[config.mk]
export PLATFORM = sky130hd
export DESIGN_NAME = env_adsr
export DESIGN_NICKNAME = d
export VERILOG_FILES = /design/src/rtl/env_adsr.sv
export SDC_FILE = /design/constraint.sdc
export NUM_CORES = 1
export LEC_CHECK = 0
export CORE_MARGIN = 1
export CORE_UTILIZATION = 67
export CTS_BUF_LIST = sky130_fd_sc_hd__clkbuf_8 sky130_fd_sc_hd__clkbuf_16
export DETAILED_ROUTE_END_ITERATION = 12
export GPL_ROUTABILITY_DRIVEN = 0
export PLACE_DENSITY = 0.92
export SLEW_MARGIN = 20
export SYNTH_ARGS = -nofsm -noshare
export SYNTH_HDL_FRONTEND = slang
export SYNTH_SLANG_ARGS = --single-unit
[constraint.sdc]
create_clock -name i_clk48 -period 14.17 [get_ports i_clk48]
set_input_delay 2.834 -clock i_clk48 [delete_from_list [all_inputs] [get_ports i_clk48]]
set_output_delay 2.834 -clock i_clk48 [all_outputs]
set_load 0.005 [all_outputs]
[src/rtl/env_adsr.sv]
// env_adsr - ADSR amplitude envelope for the waveform generator output.
//
// Takes the generator's signed sample and its 48kHz pulse. Each pulse moves a
// gate-driven envelope FSM one step and captures the sample. The following
// cycle scales the captured sample by the updated level and strobes o_valid.
//
// Ports:
//   i_clk48     48MHz system clock
//   i_rst48_n   asynchronous active-low reset
//   i_pulse     48kHz tick, one clock wide; the only cycle where state moves
//   i_sample    signed input sample
//   i_gate      note on/off, sampled only on pulse cycles
//   i_attack    level increment per tick in ATTACK (0 = instant)
//   i_decay     level decrement per tick in DECAY (0 = instant)
//   i_sustain   sustain level
//   i_release   level decrement per tick in RELEASE (0 = instant)
//   i_velocity  (ENV_VELOCITY_EN only) 8-bit note velocity, captured with the sample
//   o_sample    enveloped signed sample, holds between strobes
//   o_valid     one-cycle strobe when o_sample updates
//   o_state     0 IDLE, 1 ATTACK, 2 DECAY, 3 SUSTAIN, 4 RELEASE
//
// Optional feature macro: ENV_VELOCITY_EN adds i_velocity and one extra
// scaling stage (latency pulse -> o_valid becomes 3 cycles instead of 2).
module env_adsr #(
  parameter int SAMPLE_W = 16,
  parameter int LEVEL_W  = 16
) (
  input  logic                       i_clk48,
  input  logic                       i_rst48_n,
  input  logic                       i_pulse,
  input  logic signed [SAMPLE_W-1:0] i_sample,
  input  logic                       i_gate,
  input  logic [LEVEL_W-1:0]         i_attack,
  input  logic [LEVEL_W-1:0]         i_decay,
  input  logic [LEVEL_W-1:0]         i_sustain,
  input  logic [LEVEL_W-1:0]         i_release,
`ifdef ENV_VELOCITY_EN
  input  logic [7:0]                 i_velocity,
`endif
  output logic signed [SAMPLE_W-1:0] o_sample,
  output logic                       o_valid,
  output logic [2:0]                 o_state
);

  localparam int PROD_W = SAMPLE_W + LEVEL_W + 1;
  localparam logic [LEVEL_W-1:0] LEVEL_MAX = {LEVEL_W{1'b1}};

  typedef enum logic [2:0] {
    ST_IDLE    = 3'd0,
    ST_ATTACK  = 3'd1,
    ST_DECAY   = 3'd2,
    ST_SUSTAIN = 3'd3,
    ST_RELEASE = 3'd4
  } state_t;

  // Signed sample times unsigned level, floor-shifted back to sample width.
  // Since unity is all-ones the result magnitude never exceeds the input.
  function automatic logic signed [SAMPLE_W-1:0] scale_level(
    input logic signed [SAMPLE_W-1:0] s,
    input logic [LEVEL_W-1:0]         l
  );
    logic signed [PROD_W-1:0] a;
    logic signed [PROD_W-1:0] b;
    logic signed [PROD_W-1:0] p;
    a = PROD_W'(s);
    b = $signed({{(SAMPLE_W + 1){1'b0}}, l});
    p = a * b;
    return SAMPLE_W'(p >>> LEVEL_W);
  endfunction

  state_t               state;
  state_t               state_nxt;
  state_t               eff_state;
  logic [LEVEL_W-1:0]   level;
  logic [LEVEL_W-1:0]   level_nxt;
  logic [LEVEL_W:0]     attack_sum;
  logic [LEVEL_W:0]     decay_floor;
  logic signed [SAMPLE_W-1:0] s_q;
  logic                 v1;

  // 17-bit so neither the attack overflow nor the decay threshold wraps.
  assign attack_sum  = {1'b0, level} + {1'b0, i_attack};
  assign decay_floor = {1'b0, i_decay} + {1'b0, i_sustain};
  assign o_state     = state;

  // Next state/level: the gate first picks the state, then that state's step
  // is applied within the same pulse.
  always_comb begin
    eff_state = state;
    state_nxt = state;
    level_nxt = level;

    case (state)
      ST_IDLE, ST_RELEASE: begin
        if (i_gate) eff_state = ST_ATTACK;
        else        eff_state = state;
      end
      ST_ATTACK, ST_DECAY, ST_SUSTAIN: begin
        if (!i_gate) eff_state = ST_RELEASE;
        else         eff_state = state;
      end
      default: eff_state = ST_IDLE;
    endcase

    case (eff_state)
      ST_ATTACK: begin
        // Retrigger continues from the current level rather than from zero.
        if ((attack_sum >= {1'b0, LEVEL_MAX}) || (i_attack == '0)) begin
          level_nxt = LEVEL_MAX;
          state_nxt = ST_DECAY;
        end else begin
          level_nxt = attack_sum[LEVEL_W-1:0];
          state_nxt = ST_ATTACK;
        end
      end
      ST_DECAY: begin
        if (({1'b0, level} <= decay_floor) || (i_decay == '0)) begin
          level_nxt = i_sustain;
          state_nxt = ST_SUSTAIN;
        end else begin
          level_nxt = level - i_decay;
          state_nxt = ST_DECAY;
        end
      end
      ST_SUSTAIN: begin
        // Reload every tick so live sustain changes are followed.
        level_nxt = i_sustain;
        state_nxt = ST_SUSTAIN;
      end
      ST_RELEASE: begin
        if ((level <= i_release) || (i_release == '0)) begin
          level_nxt = '0;
          state_nxt = ST_IDLE;
        end else begin
          level_nxt = level - i_release;
          state_nxt = ST_RELEASE;
        end
      end
      default: begin
        level_nxt = '0;
        state_nxt = ST_IDLE;
      end
    endcase
  end

  // Envelope state, level and sample capture advance only on pulse cycles.
  always_ff @(posedge i_clk48 or negedge i_rst48_n) begin
    if (!i_rst48_n) begin
      state <= ST_IDLE;
      level <= '0;
      s_q   <= '0;
      v1    <= 1'b0;
    end else begin
      v1 <= i_pulse;
      if (i_pulse) begin
        state <= state_nxt;
        level <= level_nxt;
        s_q   <= i_sample;
      end
    end
  end

`ifdef ENV_VELOCITY_EN
  localparam int VPROD_W = SAMPLE_W + 9;

  // Scale by an unsigned 8-bit velocity, floor-shifted by 8.
  function automatic logic signed [SAMPLE_W-1:0] scale_vel(
    input logic signed [SAMPLE_W-1:0] s,
    input logic [7:0]                 v
  );
    logic signed [VPROD_W-1:0] a;
    logic signed [VPROD_W-1:0] b;
    logic signed [VPROD_W-1:0] p;
    a = VPROD_W'(s);
    b = $signed({{(SAMPLE_W + 1){1'b0}}, v});
    p = a * b;
    return SAMPLE_W'(p >>> 4'd8);
  endfunction

  logic [7:0]                 vel_q;
  logic [7:0]                 vel_d;
  logic signed [SAMPLE_W-1:0] prod16;
  logic                       v2;

  // Two-stage scaling: level first, then velocity; velocity travels with its
  // product so back-to-back pulses do not mix notes.
  always_ff @(posedge i_clk48 or negedge i_rst48_n) begin
    if (!i_rst48_n) begin
      vel_q    <= 8'd0;
      vel_d    <= 8'd0;
      prod16   <= '0;
      v2       <= 1'b0;
      o_sample <= '0;
      o_valid  <= 1'b0;
    end else begin
      if (i_pulse) vel_q <= i_velocity;
      v2      <= v1;
      o_valid <= v2;
      if (v1) begin
        prod16 <= scale_level(s_q, level);
        vel_d  <= vel_q;
      end
      if (v2) o_sample <= scale_vel(prod16, vel_d);
    end
  end
`else
  // Output stage: level is already the post-update value one cycle after the pulse.
  always_ff @(posedge i_clk48 or negedge i_rst48_n) begin
    if (!i_rst48_n) begin
      o_sample <= '0;
      o_valid  <= 1'b0;
    end else begin
      o_valid <= v1;
      if (v1) o_sample <= scale_level(s_q, level);
    end
  end
`endif

endmodule
* Word-level counts from Yosys, hierarchy flattened *
Cells that the tools add are included.

storage, ports and cells
  output and inout port bits = 20
  bits in writable memories = 0
  logic and storage cells = 42
  bits in registers = 53
  memories kept = 0
  latch bits = 0
  memory bits (read-only) = 0

operators by class
  equal/unequal tests = 8
  mux-type cells = 11
  add/subtract/negate cells = 4
  reductions and logical operators = 9
  div/mod/pow operators = 0
  shift operators = 0
  multipliers = 1
  bitwise operators = 0
  order comparisons = 3

operators by type and width
  kind                  count
  $pmux 16 s4           1
  $logic_not 16->1      3
  $mux 16               3
  $add 16x16->17        2
  $mul 16x17->32        1
  $sub 16x16->16        2
  $ge 17x16->1 const B  1
  $le 16x17->1          1
  $le 16x16->1          1
  $eq 3x2->1 const B    4
  $pmux 3 s4            1
  $mux 3                3
  $eq 3x1->1 const B    2
  $eq 3x3->1 const B    2
  $pmux 3 s2            1
  $logic_not 3->1       1
  $logic_or 1x1->1      3
  $reduce_or 3->1       1
  $mux 2                1
  $reduce_or 2->1       1
  $mux 1                1

* Longest topological paths before layout *
  depth after elaboration = 5
  gate-level depth with buffers = 25
  gate-level depth less buffers = 23

* Worst setup path after synthesis *
OpenSTA, ideal clock, no wires.

  kind = input-to-reg
  start = input port i_decay[0]
  end = register level[13]
  data required time = 14.023 ns
  stages = 23
  setup slack = 7.276 ns
  arrival = 6.747 ns
  cell sequence = ha_1 > fa_1 > a21oi_1 > o2111ai_1 > a31o_2 > a21o_1 > a21o_1 > a21o_1 > a21oi_1 > nor2_1 > nor2_1 > xor2_1 > ha_1 > nand3_1 > nor3_1 > a221oi_1 > o21ai_0 > o311ai_2 > and2_1 > buf_2 > a221o_1 > a21oi_1 > o2bb2ai_1

on the way
  cells in the longest elaborated chain, start to end = 5
  elaborated cells on any way between the ends = 7

RTL lines
  what                  line  RTL
  start, declared       34    input logic [LEVEL_W-1:0] i_decay,
  $add 16x16->17        83    assign decay_floor = {1'b0, i_decay} + {1'b0, i_sustain};
  $le 16x17->1          117   if (({1'b0, level} <= decay_floor) || (i_decay == '0)) begin
  $logic_or 1x1->1      117
  $mux 16 *             117
  $pmux 16 s4 *         105   case (eff_state)
  end signal, assigned  157   level <= level_nxt;
  end, declared         74    logic [LEVEL_W-1:0] level;

Every way passes the cells marked *; elsewhere a longest branch is shown, timed or not.
A chain may end at the register's enable or synchronous reset.

* Worst setup path after layout *
  start = input port i_sustain[0]
  end = register level[5]

on the way
  cells in the longest elaborated chain, start to end = 5

RTL lines
  what              line  RTL
  start, declared   35    input logic [LEVEL_W-1:0] i_sustain,
  $add 16x16->17    83
  $le 16x17->1      117
  $logic_or 1x1->1  117
  $mux 16           117
  $pmux 16 s4       105

No other way between the ends.

==> results.cfg <==
[setup_path]
cp.arrival_ns = 8.09
critPathSlowestCell = clkdlybuf4s50_1
cp_slowest_stage_delay_ns = 0.50
reg2reg_slack_ns = 7.15
r2r-start = level[0]$_DFFE_PN0P_
worstSetupStartpointType = input port
worstPathCellList = clkdlybuf4s50_1 > ha_1 > fa_1 > a21oi_1 > o2111ai_1 > a31o_2 > a21o_1 > a21o_1 > a21o_1 > a21oi_1 > nor2_1 > nor2_1 > xor2_1 > ha_1 > nand3_1 > nor3_1 > a221oi_1 > o21ai_0 > o311ai_2 > buf_4 > and2_1 > a22oi_1 > and3_1 > a32oi_1
path_max_fanout = 16
r2r_cells = 22
crit_top_cell = a21o_1
reg2reg_to = o_sample[15]$_DFFE_PN0P_
crit_required_ns = 14.41
end_kind = register
crit_type = in2reg

[worst_hold_path]
hp-start = o_sample[13]$_DFFE_PN0P_
hold_path.class = reg2reg
whs_endpoint = o_sample[13]$_DFFE_PN0P_
hold_path_depth = 1

[job]
maxCapViolations = 0

[clock_network]
ctsResizeCount = 0
cts_root_buf = clkbuf_16
cts_hold_buf = 0
clock_sinks = 53
cts_tree = done
clk_path_buf_depth = 2
post_cts_buffers = 0
htreeDepth = 2
numCtsBuffers = 5
clk_pin_slew_ns = 0.08
clk_latency_ns = 0.32

[timing]
rsz0062_at_grt = false
finalHoldViolCount = 0
fin_ws_ns = 6.33
clock_skew_ns = 0.00838
relSlewSlack_pct = 27.3
fin_crit_sh_pct = 55.4
clock.fmax_mhz = 127
finalMaxSlewViolations = 0
setup_violations = 0
setup_tns_ns = 0
layout_min_cycle_time_ns = 7.84
whs_ns = 0.493
worst_pin_slew_ns = 1.08

[yosys]
synthDistinctLibCells = 79
yosys_warnings = 0
synth-edff-count = 0
syn_area_um2 = 14000
syn_avg_cell_area_um2 = 8.68
synth_flop_cell = dfrtp_1
synthArstFlopShare_pct = 100
seq_area_frac_synth_pct = 9.50
synthCells = 1607
synth_nets = 2081
ys_seq_elements = 53

[floorplanning]
rows = 52
die_area_um2 = 21400
core_area_um2 = 20300
die_w_um = 146
initial_core_util_pct = 68.8
io_pins = 104
die_h_um = 146

[cells_and_area]
seq_area_um2 = 1330
num_antenna_cells = 0
multi_input_area_um2 = 11400
nets = 2153
drive_gt1_share_pct = 4.05
post-route-util_pct = 75.8
fillers = 1364
syn2layout_area_growth_pct = 10.3

[grt]
grt_pass1_vias = 13373
antenna_found_initial = 0
track_usage_pct = 38.2
grt_overflow = 0
grt_pass1_wl_um = 64300
grt_max_degree = 54

[route]
first_iter_violations = 1092
vias = 12323
wirelength_um = 38900
dr.pass1.iters = 6
viasPerCell = 6.32
wl_per_cell_um = 20.0
postRouteAntennaNets = 0
drc = 0

[status]
status = finished clean

[placed_design]
dp_hpwl_um = 30000
dp_slack_ns = 6.23
io_buffers = 103
-- placed cells by master, fill, tap and decap left out, types with 3 or more instances in the layout --
cell | synthesis | routed
nor4_1 | 14 | 14
nand3b_1 | 3 | 3
nor2_1 | 73 | 73
dfrtp_1 | 53 | 53
a222oi_1 | 3 | 3
mux2_2 | 23 | 23
clkbuf_16 | 0 | 5
o21a_1 | 11 | 11
a31oi_1 | 9 | 9
clkdlybuf4s50_1 | 0 | 102
a211oi_1 | 9 | 9
nor2b_1 | 10 | 10
a21o_1 | 32 | 32
xnor2_1 | 46 | 46
a211o_1 | 4 | 4
and2_1 | 118 | 118
a32oi_1 | 5 | 5
o21bai_1 | 8 | 8
buf_4 | 0 | 14
nand2b_1 | 9 | 9
fa_1 | 197 | 197
ha_1 | 193 | 193
nand4_1 | 11 | 11
a2111o_1 | 3 | 3
o21ai_0 | 30 | 30
nor3_1 | 25 | 25
or3_1 | 7 | 7
a221oi_1 | 4 | 4
inv_1 | 283 | 283
a21oi_1 | 54 | 54
nand2_1 | 193 | 193
and3_1 | 10 | 10
o211ai_1 | 7 | 7
xor2_1 | 22 | 22
a211oi_2 | 3 | 3
a41oi_1 | 4 | 4
a22oi_1 | 5 | 5
nand3_1 | 21 | 21
-- critical path, delay by kind of cell --
kind	cells	cell delay, ns
simple gates	6	1.05
xor+xnor	1	0.17
fa+ha+maj	3	0.95
compound gates	12	2.31
buf+inv	2	0.76
-- through the flow --
step	cell area, µm²	cells
finish	15400	1949
global route	15400	1949
CTS	15400	1949
detailed placement	15200	1942
global placement	15200	1942
floorplan	14000	1607
-- how the worst max path moves through the flow --
stage / start / end / slack [ns]
after floorplan: i_decay[0] / level[13]$_DFFE_PN0P_ / 7.28
after global placement: i_sustain[0] / level[5]$_DFFE_PN0P_ / 6.40
after detailed placement: i_sustain[0] / level[5]$_DFFE_PN0P_ / 6.23
after CTS: i_sustain[0] / level[5]$_DFFE_PN0P_ / 6.50
after global routing: i_decay[0] / level[5]$_DFFE_PN0P_ / 6.07
final: i_sustain[0] / level[5]$_DFFE_PN0P_ / 6.33
-- area by class of cell --
type	instances	area share, %
inverter	285	6.95
tap	270	2.20
multi-input combinational	1217	73.8
clock inverter	2	0.252
timing repair buffer	117	7.35
sequential	53	8.62
clock buffer	5	0.813
-- registers in the layout, summed over array words and instances (netlist names) --
register and flops:
v1 1, o_valid 1, o_sample 16, s_q 16, o_state 3, level 16
-- metal layers --
metal,vias to the layer above,global-route usage [%],share of wire [%]
met4,0,28.7,7.9
met1,5921,43.2,35
li1,5377,-,-
met3,250,7.97,9.8
met2,775,63.9,48
met5,-,0,0
-- cells in the mapped netlist (all sizes together) (7+ instances only) --
cell type	number	area (µm²)
nand3	21	105
nand4	11	68.8
a211oi	12	105
and3	11	70.1
o21ai	33	169
a21oi	55	279
nor2b	10	62.6
o21a	11	82.6
nor2	73	274
ha	193	2410
o211ai	7	52.6
nor3	26	135
dfrtp	53	1330
a21o	32	240
nand2b	9	56.3
nand2	194	736
fa	197	3940
mux2	23	259
a31oi	9	56.3
or3	7	43.8
buf	8	36.3
xor2	22	193
xnor2	46	403
clkbuf	44	165
o21bai	8	60.1
and2	118	738
nor4	14	87.6
inv	285	1070
-- cell families after synthesis --
family          share of synthesized area, %
fa+ha+maj                               45.6
compound gates                          11.9
buf+inv                                 9.11
simple gates                            17.7
mux                                     2.00
xor+xnor                                4.27
flops                                   9.50
Power is left out: the tool's default activity adds up to more than one toggle a clock period on the data nets, which glitch-free logic cannot reach.
